--- src/rtl/glitch_pulse_gen_if.sv ---
// Command/status bundle between the UART command decoder side and the
// glitch timing core. The slave modport is the timing core's view.
interface glitch_pulse_gen_if #(
   parameter int DELAY_W = 16,
   parameter int WIDTH_W = 8
);
   logic               trigger_in;
   logic               arm;
   logic               abort;
   logic [DELAY_W-1:0] delay;
   logic [WIDTH_W-1:0] width;
   logic               pulse_out;
   logic               armed;
   logic               busy;
   logic               done;

   modport master (
      output trigger_in, arm, abort, delay, width,
      input  pulse_out, armed, busy, done
   );

   modport slave (
      input  trigger_in, arm, abort, delay, width,
      output pulse_out, armed, busy, done
   );
endinterface

--- src/rtl/glitch_pulse_gen.sv ---
// Glitch timing core: arm, wait for a qualified trigger edge, count a
// programmable delay, then drive the glitch pulse for a programmable width.
//
//   state   | meaning
//   --------+--------------------------------------------------------------
//   S_IDLE  | waiting for an arm strobe; trigger edges are ignored
//   S_ARMED | delay/width latched, waiting for a trigger edge
//   S_DELAY | down-counting the trigger-to-pulse delay
//   S_PULSE | pulse_out high, down-counting the pulse width
//
// Both counts are loaded with the full programmed value and leave their state
// on the edge where the counter shows 1, so D and W cycles are counted exactly
// (a zero delay skips S_DELAY, a zero width skips the pulse entirely).
module glitch_pulse_gen #(
   parameter int DELAY_W      = 16,
   parameter int WIDTH_W      = 8,
   parameter int TRIG_FALLING = 0
) (
   input logic                clk,
   input logic                rst_n,
   glitch_pulse_gen_if.slave  bus
);

   localparam int   CNT_W     = (DELAY_W > WIDTH_W) ? DELAY_W : WIDTH_W;
   localparam logic TRIG_IDLE = (TRIG_FALLING != 0) ? 1'b1 : 1'b0;

   typedef enum logic [1:0] {
      S_IDLE  = 2'd0,
      S_ARMED = 2'd1,
      S_DELAY = 2'd2,
      S_PULSE = 2'd3
   } state_t;

   state_t             r_state;
   logic               r_s1;
   logic               r_s2;
   logic               r_s3;
   logic [DELAY_W-1:0] r_dly;
   logic [WIDTH_W-1:0] r_wid;
   logic [CNT_W-1:0]   r_cnt;
   logic               r_pulse;
   logic               r_armed;
   logic               r_busy;
   logic               r_done;

   logic               w_edge;
   logic [CNT_W-1:0]   w_dly_ext;
   logic [CNT_W-1:0]   w_wid_ext;
   logic               w_cnt_last;

   // Synchronizer plus history flop run every cycle so a level that is already
   // present when arming has long since stopped looking like an edge.
   always_ff @(posedge clk or negedge rst_n) begin
      if (!rst_n) begin
         r_s1 <= TRIG_IDLE;
         r_s2 <= TRIG_IDLE;
         r_s3 <= TRIG_IDLE;
      end else begin
         r_s1 <= bus.trigger_in;
         r_s2 <= r_s1;
         r_s3 <= r_s2;
      end
   end

   assign w_edge     = (TRIG_FALLING != 0) ? (~r_s2 & r_s3) : (r_s2 & ~r_s3);
   assign w_dly_ext  = CNT_W'(r_dly);
   assign w_wid_ext  = CNT_W'(r_wid);
   assign w_cnt_last = (r_cnt == CNT_W'(1));

   // Sequencer with registered outputs; abort overrides everything.
   always_ff @(posedge clk or negedge rst_n) begin
      if (!rst_n) begin
         r_state <= S_IDLE;
         r_dly   <= '0;
         r_wid   <= '0;
         r_cnt   <= '0;
         r_pulse <= 1'b0;
         r_armed <= 1'b0;
         r_busy  <= 1'b0;
         r_done  <= 1'b0;
      end else begin
         r_done <= 1'b0;
         if (bus.abort) begin
            r_state <= S_IDLE;
            r_cnt   <= '0;
            r_pulse <= 1'b0;
            r_armed <= 1'b0;
            r_busy  <= 1'b0;
         end else begin
            case (r_state)
               S_IDLE: begin
                  if (bus.arm) begin
                     r_dly   <= bus.delay;
                     r_wid   <= bus.width;
                     r_armed <= 1'b1;
                     r_state <= S_ARMED;
                  end
               end
               S_ARMED: begin
                  if (w_edge) begin
                     r_armed <= 1'b0;
                     if (r_wid == '0) begin
                        r_done  <= 1'b1;
                        r_state <= S_IDLE;
                     end else if (r_dly == '0) begin
                        r_cnt   <= w_wid_ext;
                        r_busy  <= 1'b1;
                        r_pulse <= 1'b1;
                        r_state <= S_PULSE;
                     end else begin
                        r_cnt   <= w_dly_ext;
                        r_busy  <= 1'b1;
                        r_state <= S_DELAY;
                     end
                  end
               end
               S_DELAY: begin
                  if (w_cnt_last) begin
                     r_cnt   <= w_wid_ext;
                     r_pulse <= 1'b1;
                     r_state <= S_PULSE;
                  end else begin
                     r_cnt <= r_cnt - CNT_W'(1);
                  end
               end
               S_PULSE: begin
                  if (w_cnt_last) begin
                     r_cnt   <= '0;
                     r_pulse <= 1'b0;
                     r_busy  <= 1'b0;
                     r_done  <= 1'b1;
                     r_state <= S_IDLE;
                  end else begin
                     r_cnt <= r_cnt - CNT_W'(1);
                  end
               end
               default: begin
                  r_state <= S_IDLE;
               end
            endcase
         end
      end
   end

   assign bus.pulse_out = r_pulse;
   assign bus.armed     = r_armed;
   assign bus.busy      = r_busy;
   assign bus.done      = r_done;

endmodule

--- src/flat_wrapper.sv ---
// flat-port wrapper written by rule: the top's interface ports become plain ports
module glitch_pulse_gen_flat 
#(
   parameter int DELAY_W      = 16,
   parameter int WIDTH_W      = 8,
   parameter int TRIG_FALLING = 0
)
  (clk, rst_n, bus_trigger_in, bus_arm, bus_abort, bus_delay, bus_width, bus_pulse_out, bus_armed, bus_busy, bus_done);
  glitch_pulse_gen_if #(.DELAY_W(DELAY_W), .WIDTH_W(WIDTH_W)) bus_i ();
  input logic clk;
  input logic rst_n;
  input wire logic [$bits(bus_i.trigger_in)-1:0] bus_trigger_in;
  input wire logic [$bits(bus_i.arm)-1:0] bus_arm;
  input wire logic [$bits(bus_i.abort)-1:0] bus_abort;
  input wire logic [$bits(bus_i.delay)-1:0] bus_delay;
  input wire logic [$bits(bus_i.width)-1:0] bus_width;
  output wire logic [$bits(bus_i.pulse_out)-1:0] bus_pulse_out;
  output wire logic [$bits(bus_i.armed)-1:0] bus_armed;
  output wire logic [$bits(bus_i.busy)-1:0] bus_busy;
  output wire logic [$bits(bus_i.done)-1:0] bus_done;
  assign bus_i.trigger_in = bus_trigger_in;
  assign bus_i.arm = bus_arm;
  assign bus_i.abort = bus_abort;
  assign bus_i.delay = bus_delay;
  assign bus_i.width = bus_width;
  assign bus_pulse_out = bus_i.pulse_out;
  assign bus_armed = bus_i.armed;
  assign bus_busy = bus_i.busy;
  assign bus_done = bus_i.done;
  glitch_pulse_gen #(.DELAY_W(DELAY_W), .WIDTH_W(WIDTH_W), .TRIG_FALLING(TRIG_FALLING)) u_core (.clk(clk), .rst_n(rst_n), .bus(bus_i));
endmodule
--- config.mk ---
export PLATFORM = sky130hd
export DESIGN_NAME = glitch_pulse_gen_flat
export DESIGN_NICKNAME = d
export VERILOG_FILES = /design/src/rtl/glitch_pulse_gen_if.sv /design/src/rtl/glitch_pulse_gen.sv /design/src/flat_wrapper.sv
export SDC_FILE = /design/constraint.sdc
export NUM_CORES = 1
export LEC_CHECK = 0
export CORE_MARGIN = 5
export CORE_UTILIZATION = 55
export DETAILED_ROUTE_END_ITERATION = 7
export PLACE_DENSITY_LB_ADDON = 0.15
export SYNTH_ARGS = -nofsm -noshare
export SYNTH_HDL_FRONTEND = slang
export SYNTH_SLANG_ARGS = --single-unit
--- constraint.sdc ---
create_clock -name clk -period 6.2 [get_ports clk]
set_clock_uncertainty 0.15 [all_clocks]
set_input_delay 0.93 -clock clk [delete_from_list [all_inputs] [get_ports clk]]
set_output_delay 0.93 -clock clk [all_outputs]
set_load 0.05 [all_outputs]
# After elaboration in Yosys (flattened, before gate mapping)
# Index checks and enable logic that the tools add are counted.
# word_totals
inputBits	29
mem_bits_ro	0
latch_bits	0
mem_bits_rw	0
out_inout_bits	4
n_memories	0
reg_bits	49
elab_cells	72
# op_classes
n_bitwise	3
multipliers	0
n_eq_ne	10
n_reduce_logical	12
n_shift	0
div	0
n_lt_le_gt_ge	0
muxes	35
n_addsub	1
# ops
operator	count
16-bit two-way mux	6
16-bit case mux with 3 select lines	1
1-bit two-way mux	17
16-bit by 1-bit == test with 1-bit output (second input constant)	1
16-bit logical NOT	1
16-bit by 1-bit subtractor with 16-bit output (second input constant)	1
2-bit two-way mux	6
3-bit by 2-bit inequality test with 1-bit output (second input constant)	4
3-bit AND reduction	3
8-bit logical NOT	1
2-bit case mux with 4 select lines	1
4-bit AND reduction	2
3-bit inequality test (second input constant)	2
1-bit case mux with 2 select lines	3
6-bit AND reduction	1
3-bit nonzero test	2
2-bit == test (second input constant)	2
4-bit nonzero test	1
1-bit case mux with 3 select lines	1
2-bit by 1-bit == test with 1-bit output (second input constant)	1
2-bit logical NOT	1
1-bit inverter	2
1-bit AND	1

# Logic depth before layout (Yosys ltp)
# depth
word_depth	6
ltp_mapped	7
depth_no_buf	7

# Least setup slack after synthesis
# No wires, ideal clock.
# synth_timing
kind	in2reg
start	input bus_abort
end	register u_core.r_dly[14]
n_path_buf	2
setup_time_ns	0.125
path_stages	5
t_arrival_ns	2.094
required_ns	5.925
slack_ns	3.831
cell_sequence	nor2_1 > and3_1 > clkbuf_1 > clkbuf_1 > mux2_2
# synth_between
elab_chain_cells	2
# synth_lines
element	line	text
start, declared	flat_wrapper.sv:14	input wire logic [$bits(bus_i.abort)-1:0] bus_abort;
1-bit inverter (no line)	-	
3-bit AND reduction (no line)	-	
end signal, assigned	glitch_pulse_gen.sv:93	r_dly <= bus.delay;
end, declared	glitch_pulse_gen.sv:38	logic [DELAY_W-1:0] r_dly;
# Every way passes these cells.
# A chain may end at the register's enable or synchronous reset.

# Final worst setup path
# layout_timing
start	input bus_abort
end	register u_core.r_dly[2]
# Same word-level chain as after synthesis.

==> results.txt <==
Reg power frac: 49.4%
Slew @ Worst Pin: 1010 ps
Max FO, Critical Path: 24
GP Congestion: 0.896
Max Clk Rate: 0.288 GHz
Clk buf depth: 2
Gate power share: 26.9%
Crit-path slowest cell: and3_1
Cell Int Power: 0.000589 W
Worst hold margin: 207 ps
Syn Inst Count: 241
Sw frac: 32.4%
Reg-to-reg endpoint: u_core.r_dly[2]
Htree depth: 2
Slew HR: 32.8%
Post-synth net total: 272
Worst-skew pair later-pin latency: 300 ps
Clk pwr share: 23.7%
Total grt overflow: 0
Total chip power: 0.000871 W
Leak: 1.28 nW
Endpoint class of the critical path: flip-flop
RSZ-0062 raised after global routing: false
Critical path origin: bus_abort
Worst hold stages: 0
Hold Crit Class: reg2reg
Status: complete, no violations
WP data arrival: 3510 ps
Final #Nets: 298
Cts hold-fix bufs: 0
Worst reg2reg path depth: 3
Chip Width: 78.4 um
First-pass GRT wire length: 9800 um
Wire length per cell: 18.1 um
YS warnings: 0
Final setup vio count: 0
Tmin final: 3470 ps
All-Layer GR Usage: 19.9%
DRC: 0
CP Launch Type: primary input
Fill cells: 349
1st-pass router iterations: 4
WP buf/inv: 1
Peak supply drop: 0.000201 V
CP endpoint: u_core.r_dly[2]
Seq cells post-synth: 49
Vias in the first global route: 2013
Multi-input logic area: 1250 um2
Worst path max stage delay: 930 ps
Core ar.: 4440 um2
Avg Cell Area, Syn: 10.7 um2
P_sw: 0.000282 W
Buffers added on ports: 32
Area growth, synth to finish: 16.7%
Share of synthesized flip-flops with an asynchronous set or reset: 100%
Max Slew Vio Count: 0
Post-synthesis cell area: 2570 um2
Setup TNS: 0 ps
Pwr/cell area: 290 nW/um2
Max Cap Violations: 0
Clock transition at the registers of the reported paths: 80 ps
Final Cycle Share: 56.0%
Post-CTS Resized: 0
Die area: 6150 um2
Root Buffer Master: clkbuf_8
Post-Route Utilization: 67.6%
Sink Count: 49
Starting Density: 57.9%
Cell count along the critical path: 4
Dpl hpwl: 4140 um
Num CTS Buffers: 5
Count of antenna-violating nets left after detailed routing: 0
CTS tree: built
Worst r2r src: u_core.r_state[1]
Post-synth EDFFs: 0
Critical path type: in2reg
Initial drt markers: 267
CP delay by family, top: simple AND/OR/NAND/NOR gates
Antenna violations before repair: 0
Worst Path Required: 6240 ps
Rows: 24
Reg area: 1230 um2
Seq/Total Area, Yosys: 47.6%
Final Hold Fails: 0
Post-synth top flop: dfrtp_1
Worst-path cell chain: clkdlybuf4s50_1 -> nor2_1 -> and3_1 -> mux2_2
Layout cells sized above 1: 17.5%
DR vias: 2012
# diodes: 0
Final wirelength: 5790 um
Yosys cell types: 50
I/O pin count: 33
Die Ht: 78.4 um
Total setup buffers inserted after CTS: 0
Via-to-Cell Ratio: 6.29
Flop-to-flop setup slack: 3370 ps
Largest net degree at the start of global routing: 50
==> layout make-up <==
class	instances	area share, %
clock buffers	7	3.21
flip-flops and latches	49	40.8
clock inverters	1	0.167
well taps	52	2.17
repair buffers	34	11.0
multi-input cells	170	41.8
inverters	7	0.875
==> per-layer routing <==
metal  GRT usage [%]  wire length [um]  up-vias
met5               0                 0        -
met4            6.29                71        0
met3            3.89               418        8
met2            32.5              2760       73
met1            27.0              2540      981
li1                -                 -      950
==> Yosys cell counts (all sizes together), types with 6 or more instances <==
cell	instances	area [um2]
dfrtp	49	1230
o22ai	12	75.1
nor4	8	50.1
nand2	8	30.0
o21ai	11	58.8
inv	7	26.3
a211oi	6	45.0
mux2i	7	70.1
nor3	11	71.3
nor2	10	37.5
mux2	25	282
nand3	7	35.0
a21oi	9	45.0
clkbuf	10	37.5
==> state kept, by name (all words and copies together) (netlist names) <==
signal	cells
u_core.r_cnt	16
u_core.r_s1	1
u_core.bus.done	1
u_core.r_state	2
u_core.r_wid	8
u_core.r_s3	1
u_core.r_dly	16
u_core.bus.pulse_out	1
u_core.r_s2	1
u_core.bus.armed	1
u_core.bus.busy	1
==> stage by stage <==
step / instance area [um2] / worst slack, ps / std cells
after detailed placement: 2900 / 2370 / 312
after CTS: 3000 / 2670 / 320
final: 3000 / 2730 / 320
after global placement: 2900 / 2390 / 312
after global routing: 3000 / 2540 / 320
after floorplan: 2570 / 3830 / 241
==> cells in the final DEF, fill, tap and decap left out, types with 5 or more instances in the layout <==
cell              n
nor4_1            8
nand3_1           7
a21oi_1           9
o21ai_0          10
o22ai_1          12
dfrtp_1          49
a21o_1            5
inv_1             7
a211oi_1          6
clkbuf_8          7
clkdlybuf4s50_1  31
nand2_1           8
mux2i_1           7
mux2_2           25
nor2_1           10
nor3_1            9
==> cells by family (layout without fill, tap and decap cells) <==
logic type	count (synthesis)	after routing	synth area share, %
compound gates	59	59	15.7
xor+xnor	7	7	2.38
fa+ha+maj	2	2	0.972
buf+inv	22	49	3.64
flops	49	49	47.6
mux	32	32	13.7
simple gates	70	70	16.0
==> worst reg2reg max path: stages (launching register included) <==
cell and delay [ps]:
dfrtp_1 590, nor2_1 620, and3_1 930, mux2_2 430
==> power by group through the flow <==
stage / Sequential (W) / Clock, W / Combinational (W)
after floorplan: 0.000419 / 0 / 0.000174
after global placement: 0.000433 / 0 / 0.000228
after detailed placement: 0.000436 / 0 / 0.000233
after CTS: 0.000429 / 0.000209 / 0.000235
after global routing: 0.000437 / 0.000221 / 0.000260
final: 0.000430 / 0.000206 / 0.000234
==> worst min-delay path by stage <==
stage                        endpoint  slack [ps]   startpoint
after detailed placement  u_core.r_s2         190  u_core.r_s1
final                     u_core.r_s2         210  u_core.r_s1
after global placement    u_core.r_s2         180  u_core.r_s1
after CTS                 u_core.r_s2         210  u_core.r_s1
after floorplan           u_core.r_s2         180  u_core.r_s1
after global routing      u_core.r_s2         210  u_core.r_s1
No activity file was read; power rests on OpenSTA's default activity.
